<file path="config.mk">
export PLATFORM = sky130hd
export DESIGN_NAME = mips_lsu
export DESIGN_NICKNAME = d
export VERILOG_FILES = /design/src/rtl/mips_lsu.sv
export SDC_FILE = /design/constraint.sdc
export NUM_CORES = 1
export LEC_CHECK = 0
export CORE_ASPECT_RATIO = 0.9
export CORE_UTILIZATION = 40
export DETAILED_ROUTE_END_ITERATION = 10
export GPL_TIMING_DRIVEN = 0
export PLACE_DENSITY_LB_ADDON = 0.3
export RECOVER_POWER = 25
export SYNTH_ARGS = -nofsm -noshare
export SYNTH_HDL_FRONTEND = slang
export SYNTH_SLANG_ARGS = --single-unit
export TNS_END_PERCENT = 100
</file>
<file path="constraint.sdc">
create_clock -name clk -period 5.55 [get_ports clk]
set_input_delay 1.11 -clock clk [delete_from_list [all_inputs] [get_ports clk]]
set_output_delay 1.11 -clock clk [all_outputs]
set_load 0.05 [all_outputs]
</file>
<file path="src/rtl/mips_lsu.sv">
// Load/store unit between the MIPS core and a byte-lane data memory.
// Optional access timeout is enabled by defining LSU_TIMEOUT_EN.
module mips_lsu #(
   parameter int unsigned ADDR_W  = 32,
   parameter int unsigned LANES   = 4,
   parameter int unsigned TIMEOUT = 16
) (
   input  logic                 clk,
   input  logic                 rst,
   input  logic                 req_valid,
   output logic                 req_ready,
   input  logic                 req_we,
   input  logic [1:0]           req_size,
   input  logic                 req_signed,
   input  logic [ADDR_W-1:0]    req_addr,
   input  logic [8*LANES-1:0]   req_wdata,
   output logic                 resp_valid,
   output logic [8*LANES-1:0]   resp_rdata,
   output logic                 resp_fault,
   output logic [ADDR_W-1:0]    mem_addr,
   output logic [8*LANES-1:0]   mem_data_in,
   output logic [LANES-1:0]     mem_byte_en,
   output logic                 mem_read_en,
   output logic                 mem_write_en,
   input  logic                 mem_ready,
   input  logic [8*LANES-1:0]   mem_data_out
);

   localparam int unsigned DW = 8 * LANES;
   localparam int unsigned LB = $clog2(LANES);

   if (LANES < 2 || (1 << LB) != LANES) begin : g_lanes_chk
      $error("LANES must be a power of two >= 2");
   end
   if (TIMEOUT < 1) begin : g_timeout_chk
      $error("TIMEOUT must be >= 1");
   end

   typedef enum logic [1:0] {StIdle, StAccess, StResp} state_e;

   state_e              state_q;
   logic                resp_valid_q, resp_fault_q;
   logic [DW-1:0]       resp_rdata_q;
   logic [ADDR_W-1:0]   mem_addr_q;
   logic [DW-1:0]       mem_data_in_q;
   logic [LANES-1:0]    mem_byte_en_q;
   logic                mem_read_en_q, mem_write_en_q;
   logic [1:0]          size_q;
   logic [LB-1:0]       off_q;
   logic                sgn_q;

   logic                size_ok, align_ok;
   logic [ADDR_W-1:0]   amask;
   logic [LB-1:0]       off_req;
   logic [LANES-1:0]    be_req;
   logic [DW-1:0]       din_req;
   logic [DW-1:0]       shifted, ld_data;
   logic                ld_sign;
   int unsigned         nbits;

   assign off_req  = req_addr[LB-1:0];
   assign size_ok  = 32'(req_size) <= LB;
   assign amask    = (ADDR_W'(1) << req_size) - ADDR_W'(1);
   assign align_ok = (req_addr & amask) == '0;

   // Lane enables and store data replicated by the access width.
   always_comb begin
      be_req  = '0;
      din_req = '0;
      for (int i = 0; i < int'(LANES); i++) begin
         if (i >= int'(off_req) && i < int'(off_req) + (1 << req_size)) be_req[i] = 1'b1;
         din_req[8*i +: 8] = req_wdata[8*(i % (1 << req_size)) +: 8];
      end
   end

   // Right-justify the selected bytes and extend from the top selected bit.
   always_comb begin
      shifted = mem_data_out >> {off_q, 3'b000};
      nbits   = 32'd8 << size_q;
      ld_sign = 1'b0;
      ld_data = '0;
      for (int b = 0; b < int'(DW); b++) begin
         if (b == int'(nbits) - 1) ld_sign = shifted[b];
      end
      for (int b = 0; b < int'(DW); b++) begin
         ld_data[b] = (b < int'(nbits)) ? shifted[b] : (sgn_q & ld_sign);
      end
   end

`ifdef LSU_TIMEOUT_EN
   localparam int unsigned CW = $clog2(TIMEOUT + 1);
   logic [CW-1:0] cnt_q;
`endif

   always_ff @(posedge clk) begin
      if (rst) begin
         state_q        <= StIdle;
         resp_valid_q   <= 1'b0;
         resp_fault_q   <= 1'b0;
         resp_rdata_q   <= '0;
         mem_addr_q     <= '0;
         mem_data_in_q  <= '0;
         mem_byte_en_q  <= '0;
         mem_read_en_q  <= 1'b0;
         mem_write_en_q <= 1'b0;
         size_q         <= '0;
         off_q          <= '0;
         sgn_q          <= 1'b0;
`ifdef LSU_TIMEOUT_EN
         cnt_q          <= '0;
`endif
      end else begin
         unique case (state_q)
            StIdle: begin
               resp_valid_q <= 1'b0;
               if (req_valid) begin
                  if (!size_ok || !align_ok) begin
                     state_q      <= StResp;
                     resp_valid_q <= 1'b1;
                     resp_fault_q <= 1'b1;
                     resp_rdata_q <= '0;
                  end else begin
                     state_q        <= StAccess;
                     mem_addr_q     <= {req_addr[ADDR_W-1:LB], {LB{1'b0}}};
                     mem_byte_en_q  <= be_req;
                     mem_data_in_q  <= din_req;
                     mem_read_en_q  <= ~req_we;
                     mem_write_en_q <= req_we;
                     size_q         <= req_size;
                     off_q          <= off_req;
                     sgn_q          <= req_signed;
`ifdef LSU_TIMEOUT_EN
                     cnt_q          <= '0;
`endif
                  end
               end
            end
            StAccess: begin
               if (mem_ready) begin
                  state_q        <= StResp;
                  resp_valid_q   <= 1'b1;
                  resp_fault_q   <= 1'b0;
                  resp_rdata_q   <= mem_write_en_q ? '0 : ld_data;
                  mem_read_en_q  <= 1'b0;
                  mem_write_en_q <= 1'b0;
                  mem_byte_en_q  <= '0;
               end
`ifdef LSU_TIMEOUT_EN
               else if (cnt_q == CW'(TIMEOUT - 1)) begin
                  state_q        <= StResp;
                  resp_valid_q   <= 1'b1;
                  resp_fault_q   <= 1'b1;
                  resp_rdata_q   <= '0;
                  mem_read_en_q  <= 1'b0;
                  mem_write_en_q <= 1'b0;
                  mem_byte_en_q  <= '0;
               end else begin
                  cnt_q <= cnt_q + CW'(1);
               end
`endif
            end
            StResp: begin
               resp_valid_q <= 1'b0;
               state_q      <= StIdle;
            end
            default: state_q <= StIdle;
         endcase
      end
   end

   assign req_ready    = (state_q == StIdle);
   assign resp_valid   = resp_valid_q;
   assign resp_fault   = resp_fault_q;
   assign resp_rdata   = resp_rdata_q;
   assign mem_addr     = mem_addr_q;
   assign mem_data_in  = mem_data_in_q;
   assign mem_byte_en  = mem_byte_en_q;
   assign mem_read_en  = mem_read_en_q;
   assign mem_write_en = mem_write_en_q;

endmodule

</file>
==> out/summary.txt, run 1 <==
Peak Freq: 196 MHz
root buf cell: clkbuf_16
Async S/R FF share, synth: 0%
Fin Hold WS: 0.448 ns
CTS sink count: 109
Max Slew Vio Count: 0
Hold-fix buffers, CTS: 0
minimum clock period: 5.11 ns
internal cell power: 1.35 mW
final period utilization: 92.1%
Initial DRT Pass Iterations: 5
leakage power total: 3.11 nW
PD cells: 229 nW/um2
RSZ-0062 raised after global routing: no
CTS clk-pin slew, worst paths: 0.08 ns
status: complete, no violations
Setup-failing EPs final: 0
final worst setup slack: 0.437 ns
share of cells above drive strength 1: 9.13%
worst clock skew: 0.00492 ns
Synth area leaders: dfxtp_1 38%, nand2_1 9.1%, a21oi_1 6.9%, mux4_2 6.6%, mux2i_1 4.5%
Total GRT Usage: 24.8%
Worst Path Required: 5.79 ns
initial antenna violation count: 0
total power: 1.93 mW
post-synthesis register bit count: 109
EDFF count, synth: 0
area of the multi-input gates: 3350 um2
Seq/Total Area, Yosys: 37.6%
HP Class: reg2reg
area grow syn2layout: 45.4%
switch share: 30.2%
Post-synth top flop: dfxtp_1
worst-path maximum fanout: 12
leading cell types in the layout, fill and taps excluded: 153 x clkdlybuf4s50_1, 140 x nand2_1, 109 x dfxtp_1
vias per cell: 5.32
Routed wire per std cell: 16.9 um
crit path kind: in2reg
row count: 41
Residual DRC: 0
CTS Buf Count: 9
post-route cell area: 8430 um2
initial core utilization: 41.1%
Max-Cap Viols: 0
vias in the first global route: 5413
global-route wire length before repair: 28.5 mm
area post-placement: 8110 um2
Worst slew margin: 31.1%
Antenna Cells: 0
Final Hold Violating Endpoints: 0
Final nets: 1029
Clock Latency Late Sink: 0.36 ns
Synth area leader: dfxtp_1
hpwl dp: 14.2 mm
post_cts resized: 2
post-synth top area share: 37.6%
GP Congestion: 0.909
IO Port Bufs: 206
DRT Wirelength: 18.6 mm
Distinct cells, synth: 60
Die ar.: 15000 um2
drt initial violations: 312
pre-CTS setup slack: -0.460 ns
Clk pwr share: 35.1%
TritonCTS clock tree: done
Seq pwr share: 42.0%
crit end category: flop
Die Width: 129 um
DIE HEIGHT: 116 um
Setup Buffers After CTS: 0
core area: 14100 um2
I/O Pins: 209
Clock Tree Buf Depth: 2
Startpoint Class: input pin
Cell Area, Synth: 5800 um2
total grt overflow: 0
CTS HTree Levels: 3
Max VDD drop: 0.211 mV
Arr. time, crit path: 5.35 ns
Layout Utilization: 59.8%
Worst Tran Pin Value: 1.03 ns
Comb power frac: 22.9%
most common cell after layout, fill and taps aside: clkdlybuf4s50_1
Reg area: 2180 um2
DR vias: 5864
P_sw: 0.583 mW
synth warn: 0
syn_area_per_cell: 8.46 um2
# fillers: 1312
synthesized instance count: 685
Post-DRT Antenna Nets: 0
largest net degree at the start of global routing: 20
==> flip-flops by register name (all words and copies together) (netlist names), 2 cells and up <==
name         cells
mem_data_in     32
resp_rdata      32
mem_addr        30
mem_byte_en      4
off_q            2
size_q           2
state_q          2
==> cell type report <==
cell class	instances	area share, %
multi-input combinational	519	39.8
sequential	109	25.9
timing repair buffer	206	24.5
buffer	48	2.89
tap	193	2.86
clock buffer	9	2.67
clock inverter	7	0.950
inverter	11	0.490
==> worst paths after layout <==
kind	startpoint	slack [ns]	end	depth (start not counted)
worst max register to register	state_q[0]$_SDFFE_PP0P_	3.19	mem_data_in[20]$_SDFFE_PP0P_	7
worst min-delay path	mem_data_in[1]$_SDFFE_PP0P_	0.45	mem_data_in[1]$_SDFFE_PP0P_	2
worst max-delay path	req_size[1]	0.44	mem_data_in[13]$_SDFFE_PP0P_	15
worst min register to register	mem_data_in[1]$_SDFFE_PP0P_	0.45	mem_data_in[1]$_SDFFE_PP0P_	2
==> per-layer routing <==
layer	GRT usage [%]	up-vias	wire length, um
met5	0	-	0
met4	4.94	0	199
met3	8.66	14	1780
met2	42.6	228	8760
met1	30.2	2762	7900
li1	-	2860	-
==> cell families after synthesis <==
logic type | after synthesis | share of synthesized area, %
simple gates | 258 | 19.7
other cells | 2 | 0.130
mux | 59 | 14.2
flops | 109 | 37.6
buf+inv | 59 | 4.77
compound gates | 177 | 18.9
fa+ha+maj | 21 | 4.66
==> synthesized netlist by cell type, types with 3 or more instances <==
cell and instances:
nand2b_1 7, buf_2 12, dfxtp_1 109, nand2_1 140
o211ai_1 3, buf_1 4, o2111ai_1 6, nand3_1 22
nor3_1 7, a211oi_1 4, ha_1 20, nor2_1 52
mux4_2 17, inv_1 11, mux2_2 15, nor2b_1 7
mux2i_1 26, nor4_1 7, o21ai_0 22, o21ai_1 10
a21oi_1 80, clkbuf_1 27, a22oi_1 34
==> power groups by stage <==
stage | Sequential, mW | Combinational, mW | Clock, mW
floorplan | 0.884 | 0.203 | 0
global placement | 0.829 | 0.437 | 0
detailed placement | 0.829 | 0.438 | 0
CTS | 0.811 | 0.441 | 0.683
global route | 0.813 | 0.473 | 0.716
finish | 0.811 | 0.441 | 0.677
==> worst max-delay path, stage by stage <==
cell and delay [ns]:
clkdlybuf4s50_1 0.61, clkbuf_2 0.36, inv_1 0.15, ha_1 0.24
buf_6 0.15, inv_1 0.12, clkdlybuf4s15_2 0.48, ha_1 0.35
nand2b_2 0.09, a211oi_1 0.39, nor2b_1 0.26, a22oi_1 0.33
mux4_2 0.38, a22oi_1 0.23, nor2_1 0.08
==> stage by stage <==
stage,TNS (ns),instances
5_1_grt,0,1102
4_1_cts,0,1102
2_1_floorplan,0,687
3_5_place_dp,-21.54,1086
3_3_place_gp,-17.27,1086
6_report,0,1102
Note: power is estimated with default switching activity, not from simulation.
==> inputs of run 2 (changes only) <==
--- a/config.mk
+++ b/config.mk
@@ -5,6 +5,7 @@
 export SDC_FILE = /design/constraint.sdc
 export NUM_CORES = 1
 export LEC_CHECK = 0
+export CAP_MARGIN = 25
 export CORE_ASPECT_RATIO = 0.9
 export CORE_UTILIZATION = 40
 export DETAILED_ROUTE_END_ITERATION = 10
==> out/summary.txt, run 2 (same netlist as run 1, synthesis figures left out) <==
status: complete, no violations
Reg2Reg Depth: 10 (+3)
DR vias: 5844 (-0.34%)
CTS HTree Levels: 3 (unchanged)
worst clock skew: 0.00617 ns (+0.00125 ns)
RR Startpoint: off_q[1]$_SDFFE_PP0P_
worst-path maximum fanout: 12 (unchanged)
Clock Tree Buf Depth: 2 (unchanged)
Max Slew Vio Count: 0 (unchanged)
share of cells above drive strength 1: 9.12% (-0.010 points)
global-route wire length before repair: 28.3 mm (-0.56%)
Worst Tran Pin Value: 1.04 ns (+0.00721 ns)
minimum clock period: 5.08 ns (-0.0336 ns)
Die ar.: 15000 um2 (unchanged)
Inst Count DP: 1087 (+0.092%)
Final Hold Violating Endpoints: 0 (unchanged)
Final nets: 1030 (+0.097%)
Setup-failing EPs final: 0 (unchanged)
TritonCTS clock tree: done
area grow syn2layout: 45.9%
core area: 14100 um2 (unchanged)
Routed wire per std cell: 16.7 um (-1.2%)
Startpoint Class: input pin
Worst Path Required: 5.78 ns (about the same)
drt initial violations: 346 (+11%)
Setup Buffers After CTS: 0 (unchanged)
Residual DRC: 0 (unchanged)
initial antenna violation count: 0 (unchanged)
row count: 41 (unchanged)
Hold-fix buffers, CTS: 0 (unchanged)
GP Congestion: 0.909 (unchanged)
Die Width: 129 um (unchanged)
hpwl dp: 14.2 mm (-0.53%)
Arr. time, crit path: 5.30 ns (-0.05 ns)
PD cells: 232 nW/um2 (+1.6%)
CTS clk-pin slew, worst paths: 0.07 ns (about the same)
CTS sink count: 109 (unchanged)
crit path kind: in2reg
leading cell types in the layout, fill and taps excluded: 153 x clkdlybuf4s50_1, 140 x nand2_1, 109 x dfxtp_1
Post-DRT Antenna Nets: 0 (unchanged)
CTS Buf Count: 9 (unchanged)
Total GRT Usage: 24.6% (-0.26 points)
initial core utilization: 41.1% (unchanged)
DRT Wirelength: 18.4 mm (-1.1%)
# fillers: 1271 (-3.1%)
IO Port Bufs: 206 (unchanged)
post-route cell area: 8460 um2 (+0.33%)
Max-Cap Viols: 0 (unchanged)
Worst slew margin: 30.7% (-0.48 points)
final period utilization: 91.5% (-0.61 points)
area post-placement: 8120 um2 (+0.12%)
most common cell after layout, fill and taps aside: clkdlybuf4s50_1
area of the multi-input gates: 3350 um2 (-0.22%)
total power: 1.97 mW (+1.9%)
Antenna Cells: 0 (unchanged)
Worst setup endpoint: mem_data_in[13]$_SDFFE_PP0P_
root buf cell: clkbuf_16
worst reg2reg endpoint: resp_rdata[16]$_SDFFE_PP0P_
Initial DRT Pass Iterations: 5 (unchanged)
I/O Pins: 209 (unchanged)
vias in the first global route: 5413 (unchanged)
leakage power total: 3.12 nW (+0.36%)
reg-to-reg slack, setup: 3.20 ns (about the same)
RSZ-0062 raised after global routing: no
vias per cell: 5.30 (-0.43%)
Fin Hold WS: 0.448 ns (-0.000173 ns)
DIE HEIGHT: 116 um (unchanged)
Worst setup startpoint: req_size[1]
Reg area: 2180 um2 (unchanged)
total grt overflow: 0 (unchanged)
HP Class: reg2reg
Clock Latency Late Sink: 0.36 ns (about the same)
Peak Freq: 197 MHz (+0.66%)
Max VDD drop: 0.181 mV (-14%)
largest net degree at the start of global routing: 20 (unchanged)
crit end category: flop
fin cells: 1103 (+0.091%)
## run 2: changes by cell type in the layout (fill, tap and decap cells not counted)
| cell | before | now |
|---|---|---|
| bufinv_16 | 1 | 2 |
| clkdlybuf4s18_2 | 0 | 1 |
| clkinv_2 | 1 | 0 |
| o41ai_1 | 0 | 1 |
| o41ai_2 | 1 | 0 |
## run 2: worst min-delay path by stage
stage,start,to,cells after the start
3_3_place_gp,mem_data_in[7]$_SDFFE_PP0P_,mem_data_in[7]$_SDFFE_PP0P_,2
4_1_cts,mem_data_in[1]$_SDFFE_PP0P_,mem_data_in[1]$_SDFFE_PP0P_,2
3_5_place_dp,mem_data_in[1]$_SDFFE_PP0P_,mem_data_in[1]$_SDFFE_PP0P_,2
5_1_grt,resp_rdata[10]$_SDFFE_PP0P_,resp_rdata[10]$_SDFFE_PP0P_,2
6_report,mem_data_in[1]$_SDFFE_PP0P_,mem_data_in[1]$_SDFFE_PP0P_,2
2_1_floorplan,sgn_q$_SDFFE_PP0P_,sgn_q$_SDFFE_PP0P_,2
## run 2: repair_timing
action | CTS | global route
cloned | 0 | 0
resized for setup | 2 | 2
endpoints found under the setup margin | 23 | 23
endpoints found under the hold margin | 0 | 0
## run 2: layout make-up
class                           count  share of cell area [%]
Multi-Input combinational cell    519                    39.6
Sequential cell                   109                    25.8
Timing Repair Buffer              207                    24.5
Buffer                             48                    2.89
Tap cell                          193                    2.86
Clock buffer                        9                    2.66
Clock inverter                      7                    1.24
Inverter                           11                   0.488
## run 2: worst max-delay path, cell delays in order
cell	delay, ns
clkdlybuf4s50_1	0.60
clkbuf_2	0.35
inv_1	0.15
ha_1	0.24
buf_6	0.15
inv_1	0.12
clkdlybuf4s15_2	0.49
ha_1	0.35
nand2b_2	0.09
a211oi_1	0.39
nor2b_1	0.26
a22oi_1	0.34
mux4_2	0.39
a22oi_1	0.19
nor2_1	0.07
## run 2: per-layer routing
metal | routed length, um | share of wire (%) | GRT usage, % | vias to the layer above
met5 | 0 | 0 | 0 | -
met4 | 182 | 0.99 | 6.20 | 0
met3 | 1760 | 9.5 | 8.29 | 13
met2 | 8680 | 47 | 41.7 | 236
met1 | 7810 | 42 | 30.0 | 2729
li1 | - | - | - | 2866
## run 2: power by group
part	internal, mW	leakage, nW	switching (mW)
logic	0.190	2.08	0.251
clock network	0.403	0.159	0.311
registers	0.800	0.881	0.0108
total	1.39	3.12	0.573
## run 2: through the flow
| stage | setup slack (ns) | util [%] | setup TNS [ns] |
|---|---|---|---|
| floorplan | 1.13 | - | 0 |
| global placement | -0.434 | 57.5 | -17.27 |
| detailed placement | -0.438 | 57.5 | -19.91 |
| CTS | 0.195 | 59.9 | 0 |
| global route | 0.235 | 59.9 | 0 |
| finish | 0.471 | 59.9 | 0 |
==> inputs of run 3 (changes only) <==
--- a/config.mk
+++ b/config.mk
@@ -7,7 +7,7 @@
 export LEC_CHECK = 0
 export CAP_MARGIN = 25
 export CORE_ASPECT_RATIO = 0.9
-export CORE_UTILIZATION = 40
+export CORE_UTILIZATION = 45
 export DETAILED_ROUTE_END_ITERATION = 10
 export GPL_TIMING_DRIVEN = 0
 export PLACE_DENSITY_LB_ADDON = 0.3
==> out/summary.txt, run 3 (same netlist as run 1, synthesis figures left out) <==
Final nets: 1030 (unchanged)
Post-DRT Antenna Nets: 0 (unchanged)
CTS HTree Levels: 3 (unchanged)
CTS sink count: 109 (unchanged)
Hold Crit Start: mem_addr[29]$_SDFFE_PP0P_
worst-path maximum fanout: 12 (unchanged)
root buf cell: clkbuf_16
area grow syn2layout: 45.2%
status: complete, no violations
initial antenna violation count: 0 (unchanged)
Reg area: 2180 um2 (unchanged)
drt initial violations: 424 (+23%)
Worst Path Required: 5.78 ns (about the same)
Die Width: 122 um (-5.6%)
DR vias: 5949 (+1.8%)
vias in the first global route: 5613 (+3.7%)
# fillers: 1032 (-19%)
Hold-fix buffers, CTS: 0 (unchanged)
most common cell after layout, fill and taps aside: clkdlybuf4s50_1
Clock Latency Late Sink: 0.35 ns (about the same)
CTS clk-pin slew, worst paths: 0.07 ns (about the same)
crit path kind: in2reg
PD cells: 234 nW/um2 (+0.72%)
HP Class: reg2reg
Antenna Cells: 0 (unchanged)
pre-CTS setup slack: -0.357 ns (+0.0814 ns)
initial core utilization: 47.1% (+6.0 points)
Peak Freq: 197 MHz (+0.24%)
Arr. time, crit path: 5.30 ns (about the same)
Clock Tree Buf Depth: 2 (unchanged)
core area: 12300 um2 (-13%)
global-route wire length before repair: 28.6 mm (+0.93%)
Inst Count DP: 1054 (-3.0%)
DRT Wirelength: 18.6 mm (+0.74%)
Reg2Reg Depth: 8 (-2)
Routed wire per std cell: 17.3 um (+3.9%)
Worst slew margin: 33.1% (+2.4 points)
reg-to-reg slack, setup: 3.24 ns (+0.04 ns)
Initial DRT Pass Iterations: 5 (unchanged)
Setup Buffers After CTS: 0 (unchanged)
Max VDD drop: 0.162 mV (-11%)
worst hold path stage count: 2 (unchanged)
share of cells above drive strength 1: 9.12% (unchanged)
Startpoint Class: input pin
largest net degree at the start of global routing: 19 (-5.0%)
Residual DRC: 0 (unchanged)
RSZ-0062 raised after global routing: no
final worst setup slack: 0.483 ns (+0.0124 ns)
I/O Pins: 209 (unchanged)
worst clock skew: 0.00734 ns (+0.00117 ns)
GP Congestion: 0.904 (-0.57%)
Total GRT Usage: 28.1% (+3.6 points)
Max-Cap Viols: 0 (unchanged)
worst hold endpoint: mem_addr[29]$_SDFFE_PP0P_
area of the multi-input gates: 3350 um2 (unchanged)
DIE HEIGHT: 110 um (-5.6%)
total grt overflow: 0 (unchanged)
leakage power total: 3.12 nW (about the same)
CTS Buf Count: 9 (unchanged)
Worst Tran Pin Value: 1.00 ns (-0.0367 ns)
TritonCTS clock tree: done
IO Port Bufs: 206 (unchanged)
worst reg2reg endpoint: resp_rdata[5]$_SDFFE_PP0P_
leading cell types in the layout, fill and taps excluded: 153 x clkdlybuf4s50_1, 140 x nand2_1, 109 x dfxtp_1
crit end category: flop
Die ar.: 13300 um2 (-11%)
RR Startpoint: state_q[0]$_SDFFE_PP0P_
minimum clock period: 5.07 ns (-0.0124 ns)
total power: 1.97 mW (+0.22%)
hpwl dp: 14.4 mm (+1.6%)
vias per cell: 5.56 (+4.9%)
Max Slew Vio Count: 0 (unchanged)
Setup-failing EPs final: 0 (unchanged)
Final Hold Violating Endpoints: 0 (unchanged)
row count: 38 (-7.3%)
final period utilization: 91.3% (-0.22 points)
fin cells: 1070 (-3.0%)
-- run 3: changes by cell type in the layout (fill, tap and decap cells not counted), sizes merged --
cell | previous run | this run
clkbuf | 37 | 38
inv | 14 | 12
clkdlybuf4s18 | 1 | 0
clkinvlp | 1 | 0
clkinv | 1 | 3
buf | 18 | 19
-- run 3: routing by layer --
metal / share of wire, % / GRT usage, % / up-vias
li1: - / - / 2858
met1: 42 / 36.0 / 2775
met2: 45 / 45.0 / 282
met3: 9.9 / 8.25 / 34
met4: 2.5 / 10.3 / 0
met5: 0 / 0 / -
-- run 3: what timing repair did --
action | 4_1_cts | 5_1_grt
cloned | 0 | 0
resized for setup | 2 | 2
hold endpoints to repair | 0 | 0
setup endpoints to repair | 4 | 10
-- run 3: area by class of cell --
| type | count | share of cell area, % |
|---|---|---|
| multi-input cells | 519 | 39.8 |
| plain buffers | 48 | 2.90 |
| inverters | 11 | 0.491 |
| repair buffers | 207 | 24.6 |
| flip-flops and latches | 109 | 25.9 |
| clock inverters | 6 | 1.13 |
| well taps | 160 | 2.38 |
| clock buffers | 10 | 2.84 |
-- run 3: where the power goes --
group / leakage [nW] / internal, mW / switching, mW
Sequential: 0.881 / 0.800 / 0.0108
Clock: 0.163 / 0.412 / 0.302
Combinational: 2.08 / 0.189 / 0.256
Total: 3.12 / 1.40 / 0.569
-- run 3: stage by stage --
step | utilization [%] | setup TNS, ns | hold slack, ns | instance area (um2)
final | 68.3 | 0 | 0.450 | 8410
after global routing | 68.3 | 0 | 0.469 | 8410
after CTS | 68.3 | 0 | 0.454 | 8410
after detailed placement | 65.5 | -11.03 | 0.443 | 8070
after global placement | 65.5 | -6.27 | 0.439 | 8070
after floorplan | - | 0 | 0.448 | 5800
-- run 3: worst max-delay path by stage --
stage,slack [ns],start,cells past startpoint,end
after floorplan,1.13,req_size[1],15,mem_data_in[0]$_SDFFE_PP0P_
after global placement,-0.30,req_size[1],16,mem_data_in[5]$_SDFFE_PP0P_
after detailed placement,-0.36,req_size[1],16,mem_data_in[5]$_SDFFE_PP0P_
after CTS,0.22,req_size[1],16,mem_data_in[5]$_SDFFE_PP0P_
after global routing,0.21,req_size[1],16,mem_data_in[5]$_SDFFE_PP0P_
final,0.48,req_size[1],16,mem_data_in[5]$_SDFFE_PP0P_
-- run 3: critical path, stage by stage --
cell and delay (ns):
clkdlybuf4s50_1 0.60, clkbuf_2 0.34, inv_1 0.16, ha_1 0.23
buf_6 0.15, inv_1 0.12, clkdlybuf4s15_2 0.48, ha_1 0.34
nand2b_2 0.09, a211oi_1 0.41, a211o_1 0.23, or4b_4 0.16
nand4_2 0.12, o21ai_4 0.38, mux2i_1 0.30, o21ai_1 0.08
